[config.mk]
export PLATFORM = sky130hd
export DESIGN_NAME = load_store_unit
export DESIGN_NICKNAME = d
export VERILOG_FILES = /design/src/rtl/load_store_unit_pkg.sv /design/src/rtl/load_store_unit_align.sv /design/src/rtl/load_store_unit.sv
export SDC_FILE = /design/constraint.sdc
export NUM_CORES = 1
export LEC_CHECK = 0
export ABC_AREA = 1
export BUFFER_PORTS_ARGS = -buffer_cell sky130_fd_sc_hd__buf_4
export CORE_MARGIN = 5
export CORE_UTILIZATION = 45
export CTS_CLUSTER_SIZE = 40
export DETAILED_ROUTE_END_ITERATION = 8
export MAX_ROUTING_LAYER = met4
export PLACE_DENSITY = 0.83
export SYNTH_ARGS = -nofsm -noshare
export SYNTH_HDL_FRONTEND = slang
export SYNTH_SLANG_ARGS = --single-unit
[constraint.sdc]
create_clock -name clk -period 2.16 [get_ports clk]
set_input_delay 0.432 -clock clk [delete_from_list [all_inputs] [get_ports clk]]
set_output_delay 0.432 -clock clk [all_outputs]
set_load 0.01 [all_outputs]
[src/rtl/load_store_unit_pkg.sv]
// Shared types for the memory-access stage: opcode, access size and FSM state encodings.
package load_store_unit_pkg;

  typedef enum logic [3:0] {
    MEM_NONE,
    LB,
    LH,
    LW,
    LBU,
    LHU,
    SB,
    SH,
    SW
  } mem_op;

  typedef enum logic [1:0] {
    IDLE,
    ACCESS,
    RESP,
    ERR
  } lsu_state_t;

  typedef enum logic [1:0] {
    SZ_NONE,
    SZ_B,
    SZ_H,
    SZ_W
  } op_size_t;

  function automatic logic op_is_store(input mem_op op);
    return op inside {SB, SH, SW};
  endfunction

  function automatic op_size_t op_size(input mem_op op);
    case (op)
      LB, LBU, SB: return SZ_B;
      LH, LHU, SH: return SZ_H;
      LW, SW:      return SZ_W;
      default:     return SZ_NONE;
    endcase
  endfunction

endpackage

[src/rtl/load_store_unit_align.sv]
// Load lane select and sign/zero extension; purely combinational, no backpressure.
module load_align
  import load_store_unit_pkg::*;
#(
  parameter int BUS_WIDTH = 32,
  parameter int OFFW      = $clog2(BUS_WIDTH / 8)
) (
  input  logic [BUS_WIDTH-1:0] mem_rdata,
  input  logic [OFFW-1:0]      offset,
  input  mem_op                op,
  output logic [BUS_WIDTH-1:0] rdata
);

  logic [BUS_WIDTH-1:0] lane;

  assign lane = mem_rdata >> {offset, 3'b000};

  always_comb begin
    rdata = lane;
    case (op)
      LB:      rdata = {{(BUS_WIDTH-8){lane[7]}}, lane[7:0]};
      LBU:     rdata = {{(BUS_WIDTH-8){1'b0}}, lane[7:0]};
      LH:      rdata = {{(BUS_WIDTH-16){lane[15]}}, lane[15:0]};
      LHU:     rdata = {{(BUS_WIDTH-16){1'b0}}, lane[15:0]};
      default: rdata = lane;
    endcase
  end

endmodule

[src/rtl/load_store_unit.sv]
// One data-memory transaction per accepted start; done >= 2 cycles after start (1 if misaligned).
// Holds mem_req until mem_ack or TIMEOUT cycles; start is dropped, not queued, while busy.
module load_store_unit
  import load_store_unit_pkg::*;
#(
  parameter int BUS_WIDTH = 32,
  parameter int TIMEOUT   = 16
) (
  input  logic                   clk,
  input  logic                   rst,
  input  logic                   start,
  input  mem_op                  op,
  input  logic [BUS_WIDTH-1:0]   addr,
  input  logic [BUS_WIDTH-1:0]   wdata,
  output logic                   busy,
  output logic                   done,
  output logic [BUS_WIDTH-1:0]   rdata,
  output logic                   misaligned,
  output logic                   bus_err,
  output logic                   mem_req,
  output logic                   mem_we,
  output logic [BUS_WIDTH-1:0]   mem_addr,
  output logic [BUS_WIDTH/8-1:0] mem_be,
  output logic [BUS_WIDTH-1:0]   mem_wdata,
  input  logic [BUS_WIDTH-1:0]   mem_rdata,
  input  logic                   mem_ack
);

  localparam int NB   = BUS_WIDTH / 8;
  localparam int OFFW = $clog2(NB);
  localparam int CNTW = $clog2(TIMEOUT);

  lsu_state_t           state;
  logic [CNTW-1:0]      cnt;
  mem_op                op_q;
  logic [OFFW-1:0]      off_q;

  logic [OFFW-1:0]      off_in;
  logic                 aligned_in;
  logic [NB-1:0]        be_in;
  logic [BUS_WIDTH-1:0] wdata_rep;
  logic [BUS_WIDTH-1:0] load_data;

  assign off_in = addr[OFFW-1:0];

  // Byte enables and lane-replicated store data are formed from the raw inputs and latched at accept.
  always_comb begin
    be_in      = '0;
    wdata_rep  = wdata;
    aligned_in = 1'b1;
    case (op_size(op))
      SZ_B: begin
        be_in     = NB'(1) << off_in;
        wdata_rep = {NB{wdata[7:0]}};
      end
      SZ_H: begin
        be_in      = NB'(3) << off_in;
        wdata_rep  = {(NB/2){wdata[15:0]}};
        aligned_in = ~off_in[0];
      end
      SZ_W: begin
        be_in      = '1;
        aligned_in = (off_in == '0);
      end
      default: ;
    endcase
  end

  load_align #(
    .BUS_WIDTH(BUS_WIDTH),
    .OFFW     (OFFW)
  ) u_load_align (
    .mem_rdata(mem_rdata),
    .offset   (off_q),
    .op       (op_q),
    .rdata    (load_data)
  );

  always_ff @(posedge clk) begin
    if (rst) begin
      state      <= IDLE;
      cnt        <= '0;
      op_q       <= MEM_NONE;
      off_q      <= '0;
      busy       <= 1'b0;
      done       <= 1'b0;
      rdata      <= '0;
      misaligned <= 1'b0;
      bus_err    <= 1'b0;
      mem_req    <= 1'b0;
      mem_we     <= 1'b0;
      mem_addr   <= '0;
      mem_be     <= '0;
      mem_wdata  <= '0;
    end else begin
      case (state)
        IDLE: begin
          if (start && op != MEM_NONE) begin
            busy  <= 1'b1;
            op_q  <= op;
            off_q <= off_in;
            if (aligned_in) begin
              state     <= ACCESS;
              cnt       <= '0;
              mem_req   <= 1'b1;
              mem_we    <= op_is_store(op);
              mem_addr  <= {addr[BUS_WIDTH-1:OFFW], {OFFW{1'b0}}};
              mem_be    <= be_in;
              mem_wdata <= wdata_rep;
            end else begin
              state      <= ERR;
              done       <= 1'b1;
              misaligned <= 1'b1;
            end
          end
        end
        ACCESS: begin
          // An ack in the final timeout cycle still completes normally.
          if (mem_ack) begin
            state   <= RESP;
            mem_req <= 1'b0;
            mem_we  <= 1'b0;
            done    <= 1'b1;
            if (!op_is_store(op_q)) rdata <= load_data;
          end else if (cnt == CNTW'(TIMEOUT - 1)) begin
            state   <= RESP;
            mem_req <= 1'b0;
            mem_we  <= 1'b0;
            done    <= 1'b1;
            bus_err <= 1'b1;
          end else begin
            cnt <= cnt + 1'b1;
          end
        end
        RESP, ERR: begin
          state      <= IDLE;
          busy       <= 1'b0;
          done       <= 1'b0;
          misaligned <= 1'b0;
          bus_err    <= 1'b0;
        end
        default: state <= IDLE;
      endcase
    end
  end

endmodule

==> run summary <==
Dividing total power by cell area gives a power density of 884 nW/um^2. The tools report the clock insertion delay at the later pin of the skew report as 410 ps. The number of antenna diodes in the final layout is 0. The initial antenna violation count is 0, and the largest stage delay on the critical path is 210 ps. The sequential area share after synthesis is 0.421. The run gives 2240 ps as the arrival time at the worst endpoint. The tools report the worst voltage drop across the vdd grid as 0.000442 V.

The synthesized design contains 0 enable-type register cells. The tools report the worst reg2reg path endpoint as rdata[11]$_SDFFE_PP0P_. The detail route stage leaves a number of antenna-violating nets equal to 0. Worst slew margin relative to its limit: 0.591. The post-cts hold buffer count is 0.

The tools report the number of max-slew violations in the final report as 0. The path class of the tightest hold or removal check is in -> reg. The tools report the pin count of the biggest net entering global routing as 69.

The part of the cycle the worst path needs came out at 0.901. In this run the most critical hold path is launched from addr[19]. The run gives 0.459 as the starting density of the core. Among all stages on the critical path, the largest delay is contributed by sky130_fd_sc_hd__o21ai_0.

In the post-route analysis, the smallest setup slack over all paths is 213 ps. 210 I/O pins were placed. The final count of hold timing violations came out at 0.

The library cell used as clock root buffer was sky130_fd_sc_hd__clkbuf_16. Global placer's final weighted congestion: 0.894. In this run, synthesis produced a sequential element count of 116. In this run, the number of DRC markers left after iteration 0 of detailed routing was 537.

The signal on the critical path passes through buf_4 > nor2_1 > a21oi_2 > inv_1 > nand2_1 > inv_1 > ha_1 > inv_1 > nor2_1 > nand2_1 > nand2_2 > nor2_4 > buf_4 > buf_12 > o21ai_0 > nor2_1. In this run the worst path has a maximum fanout of 23. The count of distinct cell types in the synthesized netlist is 31, and the placed wire-length estimate is 12.6 mm. The run finished with clean final reports.

For the maximum operating frequency, the log shows 514 MHz. The proportion of register bits with asynchronous set or reset after synthesis came out at 0. Using the TritonRoute via totals, the vias-per-cell ratio works out to 5.26.

The tools report the core occupancy in the finished layout as 0.660. The count of final setup violators is 0, and the standby leakage power is 3.83 nW. In this run the cell area of the synthesized design comes to 5520 um^2. The most crowded layer after global routing is met2. Setup repair after global routing left no endpoint under its margin. For the pin with the worst max-slew slack, the measured transition is 610 ps. The worst setup path is of the in -> reg kind. Number of global-route vias before repair: 5758. The first-pass GRT wire length is 27.7 mm, and the global routing met2 resource utilization is 0.377. Setup slack on the worst reg-to-reg path comes out at 530 ps. In the final routed layout, each cell accounts on average for 15.2 um. The number of clock buffers added by TritonCTS is 17.

Critical path capture point type: a register. The share of layout cells above drive strength 1 came out at 0.281. After layout, the design draws a total of 7.00 mW. The count of vias placed by the detailed router was 6156. The total of buffers placed on input and output ports was 207.

The worst hold path terminates at mem_addr[19]$_SDFFE_PP0P_. For the met3 track demand over resource in global routing, the log shows 0.0739. In the synthesized netlist, the number of instances is 803.

In the layout the commonest cells are 233 x sky130_fd_sc_hd__buf_4, 156 x sky130_fd_sc_hd__nand2_1, 141 x sky130_fd_sc_hd__nor2_1, 118 x sky130_fd_sc_hd__o21ai_0, 116 x sky130_fd_sc_hd__dfxtp_1. TritonCTS built the clock tree. The clock sink count is 116, and the total DRC errors in the routed layout is 0. The worst register-to-register path begins at off_q[1]$_SDFFE_PP0P_.

The number of rows in the core area is 40, and the time the worst path needs with I/O delays and setup is 1950 ps. For the global-route total usage across every layer, the log shows 0.242. Each instance of the synthesized netlist takes up on average 6.87 um^2. The run gives 0.295 as the global-route met1 utilization. The y dimension of the die was 121 um.

After clock tree synthesis, the clock-pin slew on the worst setup and hold paths is 60 ps. Leaving out fill and tap cells, the most frequent cell in the layout is sky130_fd_sc_hd__buf_4. At the placement stage, the worst setup path has a slack of -166 ps. In this run the deepest clock path goes through 2 buffers.

Before antenna repair, the detailed router went through 5 iterations. The die covers 14600 um^2. The tools report the required time at the endpoint of the critical path as 2450 ps.

After detailed routing, the total wire length is 17.8 mm. The run gives 0 as the total congestion overflow. The type of element launching the critical path is a primary input. For the count of nets after finishing, the log shows 1120. The H-tree was split into 4 levels. The run gives 0 as the number of maximum-capacitance violations. The prevailing post-synth register cell is sky130_fd_sc_hd__dfxtp_1. Compared with the post-synthesis result, the final layout area differs by 43.6%. During synthesis, Yosys emitted a total of 0 warnings.

The worst register-to-register path has a depth of 6. The worst clock skew is 8.09 ps. The worst hold path stage count is 3, and the area of the core is 12000 um^2. The die is 121 um wide. The worst hold-check slack is 239 ps.
-- sequential cells by signal (all words and copies together) (netlist names) --
name and cells:
op_q 4, mem_addr 30, bus_err 1, rdata 32, misaligned 1, mem_wdata 32
mem_we 1, state 2, mem_be 4, done 1, busy 1, cnt 4
mem_req 1, off_q 2
-- metrics by stage --
| step | cells | cell area, um^2 | setup TNS [ps] |
|---|---|---|---|
| global placement | 1136 | 7270 | -2960 |
| floorplan | 804 | 5520 | 0 |
| global route | 1171 | 7920 | 0 |
| CTS | 1168 | 7870 | 0 |
| detailed placement | 1136 | 7270 | -6500 |
| finish | 1171 | 7920 | 0 |
-- critical path, delay by kind of cell --
kind            cells  cell delay (ps)
compound gates      2              300
fa+ha+maj           1              170
simple gates        7              700
buf+inv             6              620
-- layer usage --
| metal | share of wire | vias to the layer above |
|---|---|---|
| li1 | - | 3023 |
| met1 | 0.41 | 2799 |
| met2 | 0.48 | 296 |
| met3 | 0.092 | 38 |
| met4 | 0.023 | 0 |
| met5 | 0 | - |
-- area by class of cell --
cell class / count / area, um^2
Clock inverter: 13 / 159
Clock buffer: 19 / 443
Multi-Input combinational cell: 579 / 2710
Tap cell: 147 / 184
Fill cell: 1064 / 4090
Inverter: 57 / 214
Sequential cell: 116 / 2320
Timing Repair Buffer: 240 / 1890
-- kinds of logic (layout without fill, tap and decap cells) --
family                   Yosys count  in the layout  share of synthesized area
buffers and inverters            109            329                     0.0894
AO/OA/AOI/OAI                    219            219                      0.206
AND/OR/NAND/NOR                  345            345                      0.257
multiplexers                       8              8                     0.0145
adder cells (fa/ha/maj)            5              5                     0.0113
other                              1              2                   0.000680
flip-flops                       116            116                      0.421
-- Yosys cell counts (all sizes together) (3+ instances only) --
| cell type | n | area (um^2) |
|---|---|---|
| dfxtp | 116 | 2320 |
| ha | 5 | 62.6 |
| o21ai | 121 | 606 |
| o211ai | 14 | 105 |
| inv | 57 | 214 |
| a21oi | 82 | 414 |
| buf | 33 | 208 |
| nand3 | 32 | 178 |
| nand2 | 161 | 614 |
| mux2i | 8 | 80.1 |
| nor2 | 146 | 589 |
| clkbuf | 19 | 71.3 |
| nor3 | 3 | 15.0 |
-- what timing repair did --
item,CTS,global route
setup buffers,0,2
setup endpoints to repair,0,20
resized for setup,0,4
-- where the power goes --
group | total [mW] | switching (mW) | internal, mW
logic | 1.68 | 0.940 | 0.736
registers | 2.49 | 0.130 | 2.36
clock network | 2.84 | 1.00 | 1.84
-- worst max-delay path by stage --
stage          startpoint                          to  cells after the start
2_1_floorplan       op[2]  mem_wdata[22]$_SDFFE_PP0P_                     11
3_3_place_gp        op[2]  mem_wdata[28]$_SDFFE_PP0P_                     15
3_5_place_dp        op[2]  mem_wdata[31]$_SDFFE_PP0P_                     15
4_1_cts             op[2]  mem_wdata[31]$_SDFFE_PP0P_                     15
5_1_grt             op[2]   mem_addr[25]$_SDFFE_PP0P_                     17
6_report            op[0]   mem_addr[25]$_SDFFE_PP0P_                     16
(Power assumes the default switching activity.)
